==> src/rtl/alu_arbiter.sv <==
// Round-robin arbiter that shares one combinational ALU between the execute datapath (port 0)
// and the branch/jump address unit (port 1). Define ALU_ARB_STATS_EN to build the statistics counters.
module alu_arbiter #(
    parameter int WIDTH = 32,
    parameter int CNT_W = 16
) (
    input  logic             clk,
    input  logic             rst_n,
    input  logic [1:0]       req_valid,
    output logic [1:0]       req_ready,
    input  logic [3:0]       req_op0,
    input  logic [3:0]       req_op1,
    input  logic [WIDTH-1:0] req_a0,
    input  logic [WIDTH-1:0] req_b0,
    input  logic [WIDTH-1:0] req_a1,
    input  logic [WIDTH-1:0] req_b1,
    output logic [3:0]       alu_op,
    output logic [WIDTH-1:0] alu_a,
    output logic [WIDTH-1:0] alu_b,
    input  logic [WIDTH-1:0] alu_result,
    input  logic             alu_zero,
    output logic [1:0]       rsp_valid,
    input  logic [1:0]       rsp_ready,
    output logic [WIDTH-1:0] rsp_data0,
    output logic [WIDTH-1:0] rsp_data1,
    output logic [1:0]       rsp_zero,
    output logic [CNT_W-1:0] grant_cnt0,
    output logic [CNT_W-1:0] grant_cnt1,
    output logic [CNT_W-1:0] conflict_cnt
);

    localparam logic [3:0] IDLE_OP = 4'b0011;

    logic             r_prio;
    logic [1:0]       r_rspValid;
    logic [WIDTH-1:0] r_rspData0;
    logic [WIDTH-1:0] r_rspData1;
    logic [1:0]       r_rspZero;

    logic [1:0]       w_free;
    logic [1:0]       w_elig;
    logic [1:0]       w_loserMask;
    logic             w_conflict;
    logic             w_grant;
    logic             w_winner;

    // Eligibility is gated by reset so the ALU sees the idle drive while rst_n is low.
    assign w_free      = ~r_rspValid | rsp_ready;
    assign w_elig      = req_valid & w_free & {2{rst_n}};
    assign w_conflict  = &w_elig;
    assign w_grant     = |w_elig;
    assign w_winner    = w_conflict ? r_prio : ~w_elig[0];
    assign w_loserMask = w_conflict ? (r_prio ? 2'b01 : 2'b10) : 2'b00;
    assign req_ready   = w_free & {2{rst_n}} & ~w_loserMask;

    always_comb begin
        alu_op = IDLE_OP;
        alu_a  = '0;
        alu_b  = '0;
        if (w_grant) begin
            if (w_winner) begin
                alu_op = req_op1;
                alu_a  = req_a1;
                alu_b  = req_b1;
            end else begin
                alu_op = req_op0;
                alu_a  = req_a0;
                alu_b  = req_b0;
            end
        end
    end

    // A new grant takes precedence over a drain, which keeps back-to-back ops at full rate.
    always_ff @(posedge clk or negedge rst_n) begin
        if (!rst_n) begin
            r_prio     <= 1'b0;
            r_rspValid <= 2'b00;
            r_rspData0 <= '0;
            r_rspData1 <= '0;
            r_rspZero  <= 2'b00;
        end else begin
            if (w_grant) begin
                r_prio <= ~w_winner;
            end
            if (w_grant && !w_winner) begin
                r_rspValid[0] <= 1'b1;
                r_rspData0    <= alu_result;
                r_rspZero[0]  <= alu_zero;
            end else if (r_rspValid[0] && rsp_ready[0]) begin
                r_rspValid[0] <= 1'b0;
            end
            if (w_grant && w_winner) begin
                r_rspValid[1] <= 1'b1;
                r_rspData1    <= alu_result;
                r_rspZero[1]  <= alu_zero;
            end else if (r_rspValid[1] && rsp_ready[1]) begin
                r_rspValid[1] <= 1'b0;
            end
        end
    end

    assign rsp_valid = r_rspValid;
    assign rsp_data0 = r_rspData0;
    assign rsp_data1 = r_rspData1;
    assign rsp_zero  = r_rspZero;

`ifdef ALU_ARB_STATS_EN
    localparam logic [CNT_W-1:0] CNT_ONE = CNT_W'(1);

    logic [CNT_W-1:0] r_grantCnt0;
    logic [CNT_W-1:0] r_grantCnt1;
    logic [CNT_W-1:0] r_conflictCnt;

    // Saturating counters: they stick at all-ones rather than wrapping.
    always_ff @(posedge clk or negedge rst_n) begin
        if (!rst_n) begin
            r_grantCnt0   <= '0;
            r_grantCnt1   <= '0;
            r_conflictCnt <= '0;
        end else begin
            if (w_grant && !w_winner && (r_grantCnt0 != '1)) begin
                r_grantCnt0 <= r_grantCnt0 + CNT_ONE;
            end
            if (w_grant && w_winner && (r_grantCnt1 != '1)) begin
                r_grantCnt1 <= r_grantCnt1 + CNT_ONE;
            end
            if (w_conflict && (r_conflictCnt != '1)) begin
                r_conflictCnt <= r_conflictCnt + CNT_ONE;
            end
        end
    end

    assign grant_cnt0   = r_grantCnt0;
    assign grant_cnt1   = r_grantCnt1;
    assign conflict_cnt = r_conflictCnt;
`else
    assign grant_cnt0   = '0;
    assign grant_cnt1   = '0;
    assign conflict_cnt = '0;
`endif

endmodule

==> config.mk <==
export PLATFORM = sky130hd
export DESIGN_NAME = alu_arbiter
export DESIGN_NICKNAME = d
export VERILOG_FILES = /design/src/rtl/alu_arbiter.sv
export SDC_FILE = /design/constraint.sdc
export NUM_CORES = 1
export LEC_CHECK = 0
export ABC_AREA = 1
export BUFFER_PORTS_ARGS = -buffer_cell sky130_fd_sc_hd__buf_2
export CORE_AREA = 4 4 138 140
export DETAILED_ROUTE_END_ITERATION = 12
export DIE_AREA = 0 0 142 144
export GPL_ROUTABILITY_DRIVEN = 0
export GPL_TIMING_DRIVEN = 0
export PLACE_DENSITY = 0.55
export SLEW_MARGIN = 20
export SYNTH_ARGS = -nofsm -noshare
export SYNTH_HDL_FRONTEND = slang
export SYNTH_SLANG_ARGS = --single-unit
==> constraint.sdc <==
create_clock -name clk -period 1.6 [get_ports clk]
set_clock_uncertainty 0.1 [all_clocks]
set_input_delay 0.32 -clock clk [delete_from_list [all_inputs] [get_ports clk]]
set_output_delay 0.32 -clock clk [all_outputs]
set_load 0.02 [all_outputs]
# Yosys cells after proc, flatten, opt, wreduce, memory -nomap -nowiden
# Cells that the tools add are included.
# W data, S select, Z words.
dict set report word_totals {
  regBits 69
  latchBits 0
  ramBits 0
  romBits 0
  output_inout_bits 186
  word_cells 38
  mem_count 0
}
dict set report op_classes {
  addsub 0
  mul 0
  div_mod_pow 0
  magnitude_cmp 0
  eq_ne 0
  n_shift 0
  mux 13
  bitwise_logic 9
  n_reduce_logical 9
}
# operator count
set op_table {}
lappend op_table {{$mux W32} 4}
lappend op_table {{$and A2 B2 Y2} 4}
lappend op_table {{$mux W4} 2}
lappend op_table {{$mux W1} 5}
lappend op_table {{$logic_and A1 B1 Y1} 4}
lappend op_table {{$mux W2} 2}
lappend op_table {{$not A2 Y2} 2}
lappend op_table {{$reduce_bool A2 Y1} 2}
lappend op_table {{$not A1 Y1} 2}
lappend op_table {{$or A2 B2 Y2} 1}
lappend op_table {{$reduce_and A2 Y1} 1}
lappend op_table {{$reduce_or A2 Y1} 1}
lappend op_table {{$logic_not A1 Y1} 1}

# Depth between registers and ports, before layout
# Gate-level depths: netlist (run 1).
dict set report logic_depth {
  word_depth 9
  mapped_depth 8
}

# Worst setup path after synthesis (run 1)
# OpenSTA, ideal clock, no wires.
dict set report synth_timing {
  kind {register -> output}
  start {register r_rspValid[0] (netlist: rsp_valid[0])}
  end {output req_ready[1]}
  t_arrival_ps 1389
  setup_slack_ps -209
  stages_incl_launch_ff 7
  n_path_buf 2
  cell_sequence {dfrtp_1 -> nand2_1 -> nand2_1 -> nor2_4 -> buf_4 -> buf_2 -> a31oi_1}
}
dict set report synth_between {
  elab_chain_len 8
}
# element line_no
set synth_lines {}
lappend synth_lines {{start: declaration} 35} ;# logic [1:0] r_rspValid;
lappend synth_lines {{start signal: assignment} 77} ;# r_rspValid <= 2'b00;
lappend synth_lines {{start signal: assignment} 86} ;# r_rspValid[0] <= 1'b1;
lappend synth_lines {{start signal: assignment} 90} ;# r_rspValid[0] <= 1'b0;
lappend synth_lines {{$not A2 Y2} 48} ;# assign w_free = ~r_rspValid | rsp_ready;
lappend synth_lines {{$or A2 B2 Y2} 48}
lappend synth_lines {{$and A2 B2 Y2 (2 in series)} 49} ;# assign w_elig = req_valid & w_free & {2{rst_n}};
lappend synth_lines {{$reduce_and A2 Y1} 50} ;# assign w_conflict = &w_elig;
lappend synth_lines {{$mux W2} 53} ;# assign w_loserMask = w_conflict ? (r_prio ? 2'b01 : 2'b10) : 2'b00;
lappend synth_lines {{$not A2 Y2} 54} ;# assign req_ready = w_free & {2{rst_n}} & ~w_loserMask;
lappend synth_lines {{$and A2 B2 Y2} 54}
lappend synth_lines {{end: declaration} 10} ;# output logic [1:0] req_ready,
# No other way between the ends.

# Final worst setup path (run 1)
dict set report layout_timing {
  start {register r_rspValid[1] (netlist: rsp_valid[1])}
  end {output alu_a[30]}
}
dict set report layout_between {
  elab_chain_len 8
  word_cells_on_any_way 9
  cone_classes {mux: 3; bitwise: 4; reduce/logical: 2}
}
# element line_no
set layout_lines {}
lappend layout_lines {{start signal: assignment} 77}
lappend layout_lines {{start signal: assignment} 93} ;# r_rspValid[1] <= 1'b1;
lappend layout_lines {{start signal: assignment} 97} ;# r_rspValid[1] <= 1'b0;
lappend layout_lines {{$not A2 Y2 (*)} 48}
lappend layout_lines {{$or A2 B2 Y2 (*)} 48}
lappend layout_lines {{$and A2 B2 Y2 (*) (2 in series)} 49}
lappend layout_lines {{$reduce_and A2 Y1} 50}
lappend layout_lines {{$mux W1} 52} ;# assign w_winner = w_conflict ? r_prio : ~w_elig[0];
lappend layout_lines {{$mux W32} 61} ;# if (w_winner) begin
lappend layout_lines {{$mux W32 (*)} 60} ;# if (w_grant) begin
lappend layout_lines {{end: declaration} 18} ;# output logic [WIDTH-1:0] alu_a,
# Every way passes the cells marked *; elsewhere a longest branch is shown, timed or not.

==> impl_metrics.toml, run 1 <==
[outcome]
status = "finished with violations"
violations = "negative setup slack"

[worst_setup_path]
slowest_delay_ps = 400
cpLargestDelayFamily = "simple AND/OR/NAND/NOR gates"
crit_path_max_fanout = 10
end_kind = "primary output"
crit_chain = "nand2_2 > nand2_2 > nor2_4 > buf_12 > buf_12 > nand3_1 > nand2_2 > buf_4"
cp.arrival_ps = 1690
worst-path-buf-inv = 3
crit_path_start_kind = "flip-flop"
critPathSlowestCell = "dfrtp_2"
r2r_cells = 8
worstPathRequired_ps = 1180
path_common_cell = "nand2_2"
cp.depth = 8
crit_type = "flip-flop to primary output"

[die]
pin_count = 361
start_util_pct = 23.82
die_w_um = 142
core_um2 = 17840
row_count = 49
die_y_um = 144
die_area_um2 = 20450

[timing]
fin_crit_sh_pct = 132.2
grt_setup_unrepaired = "true"
relSlewSlack_pct = 44.22
finalSetupViolCount = 71
drv_slew = 0
fmax_ghz = 0.4729
worst_slew_pin_slew_ps = 833.9
post-route-min-period_ps = 2115
hold_violations = 0
hold_ws_ps = 138.5
setup_slack_ps = -514.8

[synthesis]
synth.distinct_cells = 13
synthesis.area_um2 = 4249
netlist_instances = 597
yosysWarnings = 0
ys_seq_area_share_pct = 40.64
synth_seq_cells = 69
synth_area_per_cell_um2 = 7.117

[flow_run]
max_cap_viol_count = 0

[layout]
final_area_um2 = 7697
drive_gt1_share_pct = 54.75
num_antenna_cells = 0
nNetsFinal = 1161
syn2layout_area_growth_pct = 81.15
layout_common_cells = "255 x buf_2, 179 x nand3_1, 136 x nand2_1, 107 x buf_4, 70 x nand2_2"
postLayoutCoreUtil_pct = 43.14
layout_commonest_cell = "buf_2"

[global_routing]
grt_max_degree = 28
overflow = 0
antenna_found_initial = 0
grt_pass1_wl_um = 28440
track_usage_pct = 17.68
grt_pass1_vias = 5038

[power_and_ir_drop]
swShare_pct = 36.23
p_leak_nw = 4.423
power.internal_mw = 4.723
power.total_mw = 7.406
clkPwrFrac_pct = 29.8
p_sw_mw = 2.683
p_comb_share_pct = 39.4
p_per_area_nw_per_um2 = 962.1
seqPwrFrac_pct = 30.7
ir_drop_mv = 0.5894

[detailed_routing]
drc = 0
num_vias = 5340
wl_per_cell_um = 16.27
drt_first_pass_iters = 4
ant_nets = 0
drt-initial-drc-count = 237
vias_per_cell = 4.381
routed_wirelength_um = 19840

[placed_design]
pre_cts_slack_ps = -921.1
dpl_cell_area_um2 = 6525
port_buffers = 312
hpwl_um = 15100

[cts]
cts_num_sinks = 69
clk_pin_slew_ps = 60
worstSkewPairLatency_ps = 330
clock-root-buffer = "clkbuf_16"
cts_made_buffers = 9
cts.path.max_buffers = 2
cts_tree = "built"
cts-htree-levels = 3

[min_path]
min_path_cells = 3
min_path_type = "input pin to flip-flop"
[layer usage]
metal / routed length (um) / vias to the layer above / GRT usage, %
met2: 9731 / 212 / 28.05
met3: 1372 / 14 / 3.737
met1: 8522 / 2471 / 25.00
met5: 0 / - / 0
li1: - / 2643 / -
met4: 210 / 0 / 3.586
[worst register-to-register path, delay by kind of cell (launching register included)]
| family | cells | cell delay [ps] |
|---|---|---|
| buffers and inverters | 2 | 410 |
| DFF | 1 | 410 |
| and+or+nand+nor | 6 | 580 |
[cells in the mapped netlist, drive strengths merged]
cell	number	area (um2)
clkbuf	3	11.26
nand4	2	12.51
o21ai	1	5.000
nand3	202	1011
buf	95	623.1
inv	12	45.04
conb	1	3.750
a31oi	2	12.51
nand2	208	780.8
nor2	2	17.52
dfrtp	69	1727
[cell families (layout without fill, tap and decap cells)]
logic type	count (synthesis)	in the layout	share of synthesized area, %
and+or+nand+nor	414	414	42.87
buffers and inverters	110	456	15.99
AOI/OAI and AO/OA	3	3	0.4121
DFF	69	69	40.64
other	1	48	0.08825
[power by group through the flow]
| stage | combinational (mW) | sequential, mW | clock, mW |
|---|---|---|---|
| global route | 3.16 | 2.32 | 2.35 |
| finish | 2.92 | 2.28 | 2.21 |
| global placement | 2.58 | 2.29 | 0 |
| detailed placement | 2.61 | 2.30 | 0 |
| floorplan | 1.14 | 2.71 | 0 |
| CTS | 2.78 | 2.28 | 2.27 |
[what timing repair did]
item	4_1_cts	5_1_grt
setup buffers	7	5
gates resized for setup	89	97
gates cloned	1	3
hold buffers	4	0
endpoints found under the setup margin	138	124
pin swaps	3	21
endpoints found under the hold margin	42	0
[worst paths after layout]
| check | start | slack (ps) | end |
|---|---|---|---|
| min in group asynchronous | rst_n | 550 | rsp_data0[18] |
| hold reg to reg | rsp_zero[0] | 370 | rsp_zero[0] |
| setup / recovery | rsp_valid[1] | -510 | alu_a[30] |
| hold / removal | alu_result[20] | 140 | rsp_data1[20] |
| max in group asynchronous | rst_n | 330 | rsp_data1[23] |
| setup reg to reg | rsp_valid[0] | 0 | rsp_data0[15] |
[final cells by class]
cell class	instances	area, um2
buffer	96	832.0
clock buffer	12	266.5
fill	1875	10140
sequential	69	1729
multi-input combinational	465	2350
clock inverter	3	67.56
inverter	12	45.04
tap	229	286.5
timing repair buffer	333	2121
[flip-flops by register name, indices dropped and copies added (netlist names)]
| register | flops |
|---|---|
| r_prio | 1 |
| rsp_data0 | 32 |
| rsp_zero | 2 |
| rsp_data1 | 32 |
| rsp_valid | 2 |
[metrics by stage]
stage,setup TNS (ps),cells
after detailed placement,-93790,1186
after CTS,-36760,1213
after global placement,-251770,1185
after floorplan,-2241,644
after global routing,-43840,1219
final,-33670,1219
(Power assumes the default switching activity.)
==> run 2, diff against run 1 <==
CAP_MARGIN = 20   (was unset)
CORE_AREA = 4 4 137 139   (was 4 4 138 140)
CTS_BUF_LIST = sky130_fd_sc_hd__clkbuf_8 sky130_fd_sc_hd__clkbuf_16   (was unset)
DIE_AREA = 0 0 141 143   (was 0 0 142 144)
PLACE_DENSITY = 0.56   (was 0.55)
clock period = 2.7 ns   (was 1.6 ns; I/O delays follow)
==> impl_metrics.toml, run 2 (synthesized netlist as in run 1, its figures left out) <==
[outcome]
status = "complete, no violations"

[layout]
layout_commonest_cell = "buf_2"
multi_input_area_um2 = 2019
layout_common_cells = "343 x buf_2, 208 x nand2_1, 202 x nand3_1, 69 x dfrtp_1, 62 x buf_4"
syn2layout_area_growth_pct = 59.10
nNetsFinal = 1148
drive_gt1_share_pct = 43.97
seq_area_um2 = 1727
instances_no_fill = 1208
fill_cells = 1946
final_area_um2 = 6760

[timing]
finalSetupViolCount = 0
fin_setup_tns_ps = 0
fin_crit_sh_pct = 93.20
grt_setup_unrepaired = "false"
post-route-min-period_ps = 2516
hold_violations = 0
relSlewSlack_pct = 36.27
fmax_ghz = 0.3974
worst_slew_pin_slew_ps = 952.9
drv_slew = 0

[die]
start_util_pct = 24.06
die_y_um = 143
pin_count = 361
die_w_um = 141
core_um2 = 17660
row_count = 49
die_area_um2 = 20160

[placed_design]
hpwl_um = 16260
dpl_cell_area_um2 = 6304
port_buffers = 312
dp.cells = 1186

[power_and_ir_drop]
p_leak_nw = 4.239
seqPwrFrac_pct = 32.1
ir_drop_mv = 0.3751
power.total_mw = 4.188
p_sw_mw = 1.561
power.internal_mw = 2.627
swShare_pct = 37.26
clkPwrFrac_pct = 31.6
p_comb_share_pct = 36.3
p_per_area_nw_per_um2 = 619.5

[detailed_routing]
wl_per_cell_um = 16.93
routed_wirelength_um = 20450
ant_nets = 0
drt-initial-drc-count = 209
vias_per_cell = 4.382
num_vias = 5294
drt_first_pass_iters = 5
drc = 0

[global_routing]
grt_pass1_wl_um = 30110
overflow = 0
track_usage_pct = 19.40
antenna_found_initial = 2
grt_pass1_vias = 5214
grt_max_degree = 27

[worst_setup_path]
crit_path_max_fanout = 10
worstPathRequired_ps = 2060
crit_type = "flip-flop to primary output"
cp.arrival_ps = 1880
crit_path_start_kind = "flip-flop"
end_kind = "primary output"

[cts]
cts.path.max_buffers = 2
clock-root-buffer = "clkbuf_16"
cts_num_sinks = 69
worstSkewPairLatency_ps = 330
clk_pin_slew_ps = 60
cts-htree-levels = 3
cts_tree = "built"
cts_made_buffers = 9

[min_path]
min_path_type = "input pin to asynchronous set/reset pin"

[flow_run]
max_cap_viol_count = 0
run 2: cell count changes in the layout (fill, tap and decap cells not counted), sizes merged:
cell and delta:
diode +1, clkinvlp -1, dlygate4sd3 -2, clkinv +3, buf -8, clkbuf -5, bufbuf +1
run 2: per-layer routing:
layer / GRT usage [%] / wire length (um) / up-vias
met5: 0 / 7 / -
met4: 4.997 / 320 / 2
met3: 5.392 / 1789 / 21
met2: 35.18 / 10550 / 236
met1: 22.63 / 7776 / 2414
li1: - / - / 2621
run 2: critical path, stage by stage, from the launching register on:
cell,delay (ps)
dfrtp_1,380
nand2_1,110
nand2_1,90
nor2_2,160
buf_6,200
buf_4,190
nand3_1,150
nand2_1,100
buf_2,160
run 2: worst paths after layout:
kind / startpoint / to / slack (ps) / cells past startpoint
setup / recovery: rsp_valid[1] / alu_a[5] / 180 / 8
hold / removal: rst_n / rsp_data0[27] / 30 / 2
setup reg to reg: rsp_valid[0] / rsp_data0[2] / 1030 / 8
hold reg to reg: rsp_data1[15] / rsp_data1[15] / 360 / 2
max in group asynchronous: rst_n / rsp_data0[5] / 1080 / 2
min in group clk: alu_result[27] / rsp_data1[27] / 350 / 3
run 2: layout make-up:
class,instances,area share (%)
Antenna cell,1,0.03702
Buffer,98,9.698
Clock buffer,11,3.739
Clock inverter,5,1.222
Inverter,12,0.6663
Multi-Input combinational cell,465,29.87
Sequential cell,69,25.54
Tap cell,229,4.238
Timing Repair Buffer,318,24.99
run 2: what timing repair did:
action,in CTS,in global routing
endpoints found under the setup margin,70,0
hold buffers,1,0
gates resized for setup,9,0
setup buffers,2,0
hold endpoints to repair,20,0
run 2: power groups by stage:
stage	registers [mW]	clock network, mW	logic (mW)
2_1_floorplan	1.60	0	0.632
3_3_place_gp	1.36	0	1.50
3_5_place_dp	1.36	0	1.51
4_1_cts	1.35	1.34	1.54
5_1_grt	1.37	1.38	1.66
6_report	1.35	1.32	1.52
run 2: stage by stage:
step	util (%)	setup slack (ps)	hold slack, ps
floorplan	-	574.3	144.4
global placement	35.53	-1387	347.8
detailed placement	35.70	-419.7	353.6
CTS	38.27	142.1	28.22
global route	38.29	28.94	36.07
finish	38.29	183.7	34.32
==> run 3, diff against run 2 <==
CELL_PAD_IN_SITES_DETAIL_PLACEMENT = 1   (was unset)
CELL_PAD_IN_SITES_GLOBAL_PLACEMENT = 1   (was unset)
CORE_AREA = 4 4 139 141   (was 4 4 137 139)
DIE_AREA = 0 0 143 145   (was 0 0 141 143)
PLACE_DENSITY = 0.79   (was 0.56)
==> impl_metrics.toml, run 3 (synthesized netlist as in run 1, its figures left out) <==
[outcome]
status = "complete, no violations"

[detailed_routing]
ant_nets = 0
drc = 0
wl_met3_um = 1784
drt-initial-drc-count = 164
wl_met1_um = 8619
vias_per_cell = 4.543
wl_per_cell_um = 18.44
drt_first_pass_iters = 4
routed-wl-met2_um = 11460
top_layer = "met5"
routed_wirelength_um = 22330
num_vias = 5502

[global_routing]
overflow = 0
antenna_found_initial = 5
grt_pass1_vias = 5957
grt_max_degree = 29
grt_pass1_wl_um = 33970
track_usage_pct = 21.02

[timing]
hold_ws_ps = 28.91
finalSetupViolCount = 0
hold_violations = 0
drv_slew = 0
post-route-min-period_ps = 2552
fmax_ghz = 0.3918
relSlewSlack_pct = 66.66
fin_crit_sh_pct = 94.53
worst_slew_pin_slew_ps = 500.1
grt_setup_unrepaired = "false"

[placed_design]
port_buffers = 312
hpwl_um = 17740
dp.cells = 1186

[layout]
fill_cells = 2399
nNetsFinal = 1148
instances_no_fill = 1211
syn2layout_area_growth_pct = 59.51
drive_gt1_share_pct = 44.17
layout_commonest_cell = "buf_2"
layout_common_cells = "338 x buf_2, 207 x nand2_1, 202 x nand3_1, 69 x dfrtp_1, 65 x buf_4"

[cts]
cts.path.max_buffers = 2
cts-htree-levels = 3
cts_tree = "built"
cts_num_sinks = 69
clock-root-buffer = "clkbuf_16"
clk_pin_slew_ps = 60
worstSkewPairLatency_ps = 330
cts_made_buffers = 9

[die]
pin_count = 361
row_count = 49
die_area_um2 = 20740
core_um2 = 17960
die_y_um = 145
start_util_pct = 23.65
die_w_um = 143

[worst_setup_path]
critPathSlowestCell = "buf_2"
slowest_delay_ps = 250
crit_type = "input pin to primary output"
crit_path_max_fanout = 12
worst-path-buf-inv = 5
end_kind = "primary output"
worstPathRequired_ps = 2060
cp.arrival_ps = 1910
crit_path_start_kind = "input pin"
crit_start = "rst_n"
r2r_start = "r_prio"
cpLargestDelayFamily = "buffers and inverters"
crit_chain = "buf_12 > buf_16 > nand4_1 > buf_4 > buf_2 > nand3_1 > nand2_1 > buf_2"
path_common_cell = "buf_2"
reg2reg_slack_ps = 1070

[power_and_ir_drop]
ir_drop_mv = 0.5456
p_per_area_nw_per_um2 = 602.4
p_leak_nw = 4.235

[min_path]
min_path_type = "input pin to asynchronous set/reset pin"

[flow_run]
max_cap_viol_count = 0
-- run 3: changes by cell type in the layout (fill, tap and decap cells not counted), sizes merged --
cell | previous run | this run
clkinvlp | 0 | 2
dlygate4sd3 | 1 | 0
clkbuf | 14 | 12
buf | 410 | 411
inv | 12 | 13
diode | 1 | 4
bufinv | 2 | 1
-- run 3: path summary, 6_finish.rpt --
path                                 end  cells after the start
max                             alu_b[4]                      8
min                        rsp_data0[26]                      2
max reg2reg                rsp_data1[18]                      6
min reg2reg                rsp_data0[27]                      2
max in group asynchronous   rsp_data0[1]                      2
min in group clk           rsp_data0[10]                      3
-- run 3: repair_timing --
item	4_1_cts	5_1_grt
cloned	2	0
hold endpoints to repair	28	0
setup buffers	2	0
hold buffers	1	0
resized for setup	15	5
endpoints found under the setup margin	70	43
-- run 3: layer usage --
metal  GRT usage, %  up-vias
met5              0        -
met4          6.274        2
met3          5.956       33
met2          37.03      231
met1          24.59     2617
li1               -     2619
-- run 3: layout make-up --
type | instances | area, um2 | area share (%)
multi-input cells | 465 | 2027 | 29.91
clock inverters | 7 | 67.56 | 0.9969
well taps | 229 | 286.5 | 4.227
clock buffers | 9 | 225.2 | 3.323
diodes | 4 | 10.01 | 0.1477
plain buffers | 98 | 673.1 | 9.932
repair buffers | 318 | 1717 | 25.33
flip-flops and latches | 69 | 1727 | 25.48
inverters | 12 | 45.04 | 0.6646
-- run 3: report_power, final --
group	leakage [nW]	internal [mW]	switching (mW)
logic	3.24	0.541	1.02
registers	0.855	1.24	0.116
clock network	0.143	0.709	0.458
-- run 3: per-stage QoR --
stage | utilization, % | power (mW) | area (um2) | setup WS (ps) | setup TNS, ps
after CTS | 37.61 | 4.110 | 6755 | 60.28 | 0
final | 37.73 | 4.083 | 6778 | 147.7 | 0
after global placement | 34.92 | 2.856 | 6274 | -1255 | -117430
after floorplan | - | 2.236 | 4425 | 574.3 | 0
after global routing | 37.73 | 4.326 | 6778 | 24.81 | 0
after detailed placement | 35.09 | 2.895 | 6304 | -506.9 | -22990
